File: src/rtl/ascon_stream_io.sv
// ascon_stream_io: lane-serial front end for the Ascon AEAD core.
// Shifts key, nonce, AD, message and reference tag in W bits per beat,
// arms and starts the core, then shifts the result and tag out W bits per
// beat. In decrypt mode a tag mismatch blanks the released plaintext.
module ascon_stream_io #(
    parameter int K = 128,
    parameter int L = 32,
    parameter int Y = 200,
    parameter int W = 8
) (
    input  logic         clk,
    input  logic         rst,
    input  logic [W-1:0] key_in,
    input  logic [W-1:0] nonce_in,
    input  logic [W-1:0] ad_in,
    input  logic [W-1:0] data_in,
    input  logic [W-1:0] tagref_in,
    input  logic         in_valid,
    output logic         in_ready,
    input  logic         start,
    input  logic         decrypt,
    output logic [W-1:0] out_data,
    output logic [W-1:0] out_tag,
    output logic         out_valid,
    input  logic         out_ready,
    output logic         busy,
    output logic         done,
    output logic         tag_ok,
    output logic [K-1:0] core_key,
    output logic [127:0] core_nonce,
    output logic [L-1:0] core_ad,
    output logic [Y-1:0] core_data,
    output logic         core_start,
    output logic         core_decrypt,
    input  logic [Y-1:0] core_out,
    input  logic [127:0] core_tag,
    input  logic         core_ready
);

    localparam int T      = 128;
    localparam int MAX_KT = (K > T) ? K : T;
    localparam int MAX_LY = (L > Y) ? L : Y;
    localparam int NIN    = ((MAX_KT > MAX_LY) ? MAX_KT : MAX_LY) / W;
    localparam int NOUT   = ((Y > T) ? Y : T) / W;
    localparam int ICW    = $clog2(NIN + 1);
    localparam int OCW    = $clog2(NOUT + 1);

    localparam logic [ICW-1:0] NIN_C = ICW'(NIN);
    localparam logic [ICW-1:0] KB_C  = ICW'(K / W);
    localparam logic [ICW-1:0] NB_C  = ICW'(T / W);
    localparam logic [ICW-1:0] AB_C  = ICW'(L / W);
    localparam logic [ICW-1:0] DB_C  = ICW'(Y / W);
    localparam logic [OCW-1:0] NOUT_C = OCW'(NOUT);
    localparam logic [OCW-1:0] YB_C   = OCW'(Y / W);
    localparam logic [OCW-1:0] TB_C   = OCW'(T / W);

    // Lane width must be a power of two up to 8 and divide every field.
    generate
        if (!(W == 1 || W == 2 || W == 4 || W == 8) ||
            (K % W) != 0 || (T % W) != 0 || (L % W) != 0 || (Y % W) != 0) begin : g_param_check
            $error("ascon_stream_io: W must be 1,2,4,8 and divide K, 128, L and Y");
        end
    endgenerate

    typedef enum logic [1:0] {S_LOAD, S_ARMED, S_RUN, S_UNLOAD} state_t;

    state_t         state_q, state_d;
    logic [ICW-1:0] in_cnt_q;
    logic [OCW-1:0] out_cnt_q;
    logic [K-1:0]   key_q;
    logic [T-1:0]   nonce_q;
    logic [L-1:0]   ad_q;
    logic [Y-1:0]   data_q;
    logic [T-1:0]   tagref_q;
    logic [Y-1:0]   dsh_q;
    logic [T-1:0]   tsh_q;
    logic           core_start_q;
    logic           decrypt_q;
    logic           tag_ok_q;
    logic           done_q;

    logic in_hs, out_hs, last_in, last_out, start_go, core_hit, tag_match;

    assign in_hs     = in_valid & in_ready;
    assign out_hs    = out_valid & out_ready;
    assign last_in   = in_hs && (in_cnt_q == NIN_C - ICW'(1));
    assign last_out  = out_hs && (out_cnt_q == NOUT_C - OCW'(1));
    assign start_go  = (state_q == S_ARMED) && start;
    // The core's answer is only trusted once the start pulse has gone.
    assign core_hit  = (state_q == S_RUN) && !core_start_q && core_ready;
    assign tag_match = (core_tag == tagref_q);

    // State register; reset returns to LOAD and abandons any run in flight.
    always_ff @(posedge clk) begin
        if (!rst) state_q <= S_LOAD;
        else      state_q <= state_d;
    end

    // Next-state and handshake outputs.
    always_comb begin
        state_d   = state_q;
        in_ready  = 1'b0;
        out_valid = 1'b0;
        busy      = 1'b1;
        case (state_q)
            S_LOAD: begin
                in_ready = rst;
                busy     = 1'b0;
                if (last_in) state_d = S_ARMED;
            end
            S_ARMED:  if (start) state_d = S_RUN;
            S_RUN:    if (core_hit) state_d = S_UNLOAD;
            S_UNLOAD: begin
                out_valid = 1'b1;
                if (last_out) state_d = S_LOAD;
            end
            default:  state_d = S_LOAD;
        endcase
    end

    // Input shifters: each field takes only its first F/W lanes, MSB first.
    always_ff @(posedge clk) begin
        if (!rst || last_out) begin
            in_cnt_q <= '0;
            key_q    <= '0;
            nonce_q  <= '0;
            ad_q     <= '0;
            data_q   <= '0;
            tagref_q <= '0;
        end else if (in_hs) begin
            in_cnt_q <= in_cnt_q + ICW'(1);
            if (in_cnt_q < KB_C) key_q    <= K'({key_q, key_in});
            if (in_cnt_q < NB_C) nonce_q  <= T'({nonce_q, nonce_in});
            if (in_cnt_q < AB_C) ad_q     <= L'({ad_q, ad_in});
            if (in_cnt_q < DB_C) data_q   <= Y'({data_q, data_in});
            if (in_cnt_q < NB_C) tagref_q <= T'({tagref_q, tagref_in});
        end
    end

    // Core handshake: one-cycle start pulse, latched mode and tag verdict.
    always_ff @(posedge clk) begin
        if (!rst) begin
            core_start_q <= 1'b0;
            decrypt_q    <= 1'b0;
            tag_ok_q     <= 1'b0;
        end else begin
            core_start_q <= start_go;
            if (start_go) begin
                decrypt_q <= decrypt;
                tag_ok_q  <= 1'b0;
            end else if (core_hit && decrypt_q) begin
                tag_ok_q  <= tag_match;
            end
        end
    end

    // Output shifters: capture the core result, then shift out per handshake.
    always_ff @(posedge clk) begin
        if (!rst) begin
            dsh_q     <= '0;
            tsh_q     <= '0;
            out_cnt_q <= '0;
            done_q    <= 1'b0;
        end else begin
            done_q <= last_out;
            if (core_hit) begin
                dsh_q <= (decrypt_q && !tag_match) ? '0 : core_out;
                tsh_q <= core_tag;
            end else if (last_out) begin
                dsh_q     <= '0;
                tsh_q     <= '0;
                out_cnt_q <= '0;
            end else if (out_hs) begin
                dsh_q     <= dsh_q << W;
                tsh_q     <= tsh_q << W;
                out_cnt_q <= out_cnt_q + OCW'(1);
            end
        end
    end

    assign out_data     = (out_valid && out_cnt_q < YB_C) ? dsh_q[Y-1 -: W] : '0;
    assign out_tag      = (out_valid && out_cnt_q < TB_C) ? tsh_q[T-1 -: W] : '0;
    assign done         = done_q;
    assign tag_ok       = tag_ok_q;
    assign core_key     = key_q;
    assign core_nonce   = nonce_q;
    assign core_ad      = ad_q;
    assign core_data    = data_q;
    assign core_start   = core_start_q;
    assign core_decrypt = decrypt_q;

endmodule

File: config.mk
export PLATFORM = sky130hd
export DESIGN_NAME = ascon_stream_io
export DESIGN_NICKNAME = d
export VERILOG_FILES = /design/src/rtl/ascon_stream_io.sv
export SDC_FILE = /design/constraint.sdc
export NUM_CORES = 2
export LEC_CHECK = 0
export ABC_CLOCK_PERIOD_IN_PS = 2300
export CAP_MARGIN = 40
export CORE_AREA = 5 5 346 348
export CTS_CLUSTER_DIAMETER = 100
export CTS_CLUSTER_SIZE = 8
export DETAILED_ROUTE_END_ITERATION = 8
export DIE_AREA = 0 0 351 353
export GPL_TIMING_DRIVEN = 0
export SETUP_SLACK_MARGIN = 0.5
export SLEW_MARGIN = 15
export SYNTH_ARGS = -nofsm -noshare
export SYNTH_HDL_FRONTEND = slang
export SYNTH_SLANG_ARGS = --single-unit
export TNS_END_PERCENT = 20
File: constraint.sdc
create_clock -name clk -period 2.3 [get_ports clk]
set_input_delay 0.23 -clock clk [delete_from_list [all_inputs] [get_ports clk]]
set_output_delay 0.23 -clock clk [all_outputs]
set_load 0.05 [all_outputs]
==> impl_metrics.toml <==
[cts]
cts_sinks = 960
cts_buffers = 138
htreeDepth = 4
clkTransAtPathRegs_ps = 50
clk_latency_ps = 740
cts_tree = "done"
ctsRootBufferMaster = "clkbuf_16"
clk_path_buf_depth = 3

[final_layout]
drive_gt1_share_pct = 11.32
nFillCells = 11230
multiInputGateArea_mm2 = 0.01575
seqCellArea_mm2 = 0.01925
fin_nets = 5544
syn2layout_area_growth_pct = 46.43

[placement]
gp_congestion = 0.9472
portBuffers = 884
hpwl_mm = 124.8

[power]
ir_drop_v = 0.0006200
p_leak_nw = 17.18
cellPowerDensity_mw_per_mm2 = 762.9
report.power.total_mw = 40.05

[logic_synthesis]
synth_mux_area_share_pct = 0.02792
yosysWarnings = 0
synthesis.nets = 4464
synth-xor-area-share_pct = 3.298
ys_ff_latch = 960
ys_types = 43
avgSynthCellArea_um2 = 8.788
ys_dominant_reg_cell = "dfxtp_1"
synth-simple-area-share_pct = 16.60
synthAdderAreaFrac_pct = 0.3141
synth_compound_area_share_pct = 21.57
async_reset_ff_share_pct = 0
syn_inst = 4080
ys_seq_area_share_pct = 53.60
synth-edff-count = 0
synth_top_family_by_area = "compound AO/OA/AOI/OAI gates"
synth.cell_area_mm2 = 0.03585

[timing]
period_needed_ps = 2432
setup_violations = 219
skew_ps = 29.70
grt_setup_unrepaired = "true"
slew_violations = 0
finalSetupTns_ps = -19920
relSlewSlack_pct = 43.27
worst_pin_slew_ps = 848.3
min_period_over_period_pct = 105.7
finalHoldViolCount = 0
finalWorstSetupSlack_ps = -131.9
fmax_ghz = 0.4112

[route]
drt_pass1_iterations = 9
wl_mm = 161.5
vias_per_cell = 5.144
wl_per_cell_um = 24.04
drc_errors = 19
postRouteAntennaNets = 0
vias = 34550
drt_iter0_markers = 3270

[global_route]
grt.total_usage_pct = 24.39
grt_pass1_wl_mm = 226.1
grt_pass1_vias = 33210
grt_max_degree = 17
antenna_found_initial = 25
gr-total-overflow = 0

[floorplanning]
start_util_pct = 30.94
fp.dieW_um = 351
ios = 886
core_area_mm2 = 0.1159
die-area_mm2 = 0.1239
rows = 125
die_y_um = 353

[critical_path]
r2r-start = "tagref_q[91]"
path_cells = "xnor2_2 -> nand4_1 -> nor4_2 -> nand4_1 -> buf_4 -> o31ai_4 -> buf_6 -> clkbuf_16 -> buf_12 -> a22o_1"
cpPeakStageDelay_ps = 370
crit_fanout = 10
end_kind = "flip-flop"
cp.required_ps = 2960
rr_worst_depth = 10
timing.rr.end = "dsh_q[199]"
critPathSlowestCell = "nor4_2"
path_class = "flip-flop to flip-flop"
crit_start = "tagref_q[91]"
start_kind = "flip-flop"
cpMostUsedCell = "nand4_1"
cp.arrival_ps = 3090
r2r_slack_ps = -130

[min_path]
hold_class = "input port to flip-flop"
whs_path_depth = 3
min_from = "nonce_in[0]"
worst_hold_path.endpoint = "core_nonce[0]"

[status]
violations = "DRC, setup timing"
outcome = "complete, but fails checks"

[run]
cap_violations = 0
-- power by group --
| part | switching (mW) | internal [mW] |
|---|---|---|
| Combinational | 2.93 | 1.59 |
| Sequential | 0.230 | 16.9 |
| Clock | 7.47 | 10.9 |
| Total | 10.6 | 29.4 |
-- cells in the final DEF, fill, tap and decap left out, types with 91 or more instances in the layout --
| master | count |
|---|---|
| xnor2_1 | 110 |
| clkbuf_1 | 105 |
| clkbuf_16 | 154 |
| clkdlybuf4s50_1 | 855 |
| buf_2 | 91 |
| a21oi_1 | 622 |
| a22oi_1 | 181 |
| o2bb2ai_1 | 132 |
| nor2b_1 | 110 |
| nand2_1 | 1251 |
| dfxtp_1 | 949 |
| a222oi_1 | 109 |
-- through the flow --
| step | hold slack (ps) | area (µm²) | cells | util (%) | worst slack (ps) |
|---|---|---|---|---|---|
| 3_3_place_gp | 441.5 | 46840 | 6488 | 40.42 | -1677 |
| 3_5_place_dp | 449.6 | 46920 | 6495 | 40.49 | -1287 |
| 2_1_floorplan | 329.0 | 36090 | 4080 | - | 343.0 |
| 5_1_grt | 20.03 | 52490 | 6710 | 45.29 | -157.2 |
| 4_1_cts | 0.5443 | 51110 | 6670 | 44.10 | -158.4 |
| 6_report | 62.98 | 52500 | 6716 | 45.30 | -131.9 |
-- critical path: cells and delay by family (launching register included) --
kind	cells	cell delay, ps
xor gates and xnor gates	1	240
DFF	1	350
and+or+nand+nor	3	750
buffers and inverters	4	710
AOI/OAI and AO/OA	2	330
-- how the worst max path moves through the flow --
stage / to / slack, ps / depth (start not counted)
floorplan: dsh_q[100] / 340 / 9
global placement: core_key[70] / -1680 / 8
detailed placement: tagref_q[124] / -1290 / 8
CTS: dsh_q[111] / -160 / 10
global route: dsh_q[128] / -160 / 10
finish: dsh_q[199] / -130 / 10
-- cells in the mapped netlist (4+ instances only) --
library cell | count | share of area [%]
nor2b_1 | 110 | 1.9
a22oi_1 | 191 | 4.0
xor2_1 | 6 | 0.15
buf_2 | 92 | 1.3
o2bb2ai_1 | 191 | 4.7
a222oi_1 | 109 | 3.0
xnor2_1 | 129 | 3.2
dfxtp_1 | 960 | 54
buf_1 | 34 | 0.36
nor2_1 | 8 | 0.084
ha_1 | 9 | 0.31
buf_6 | 16 | 0.50
o21ai_0 | 4 | 0.056
clkbuf_1 | 200 | 2.1
nor4_1 | 8 | 0.14
nand4_1 | 38 | 0.66
a22o_1 | 31 | 0.76
and2_1 | 19 | 0.33
nand2_1 | 1253 | 13
inv_1 | 11 | 0.12
clkbuf_8 | 6 | 0.23
a21oi_1 | 622 | 8.7
-- flip-flops by register name (all words and copies together), names as in the netlist --
register	count
core_ad	32
tsh_q	128
in_cnt_q	5
tagref_q	128
core_key	128
core_start	1
core_nonce	128
core_decrypt	1
dsh_q	200
out_cnt_q	5
tag_ok	1
core_data	200
state_q	2
done	1
-- routing by layer --
metal	vias to the layer above	GRT usage [%]	part of all wire (%)
li1	16310	-	-
met1	16390	28.19	38
met2	1522	40.16	47
met3	310	8.885	10
met4	12	11.34	4.7
met5	-	0	0.043
-- area by class of cell --
cell class	count	area share [%]
multi-input combinational	2760	29.99
clock buffer	143	6.795
clock inverter	13	0.3742
inverter	12	0.09056
sequential	960	36.67
antenna	16	0.07626
timing repair buffer	940	18.11
buffer	348	4.268
tap	1524	3.632
-- repair_timing --
item / CTS / global route
gates resized for setup: 243 / 274
setup endpoints to repair: 1468 / 1464
cloned: 0 / 11
hold buffers: 10 / 0
pin swaps: 11 / 24
hold endpoints to repair: 10 / 0
buffers inserted: 9 / 18
-- cells by family after synthesis --
family	after synthesis
mux	1
buf+inv	360
xor+xnor	135
simple gates	1453
compound gates	1162
flops	960
fa+ha+maj	9
(Power assumes the default switching activity.)
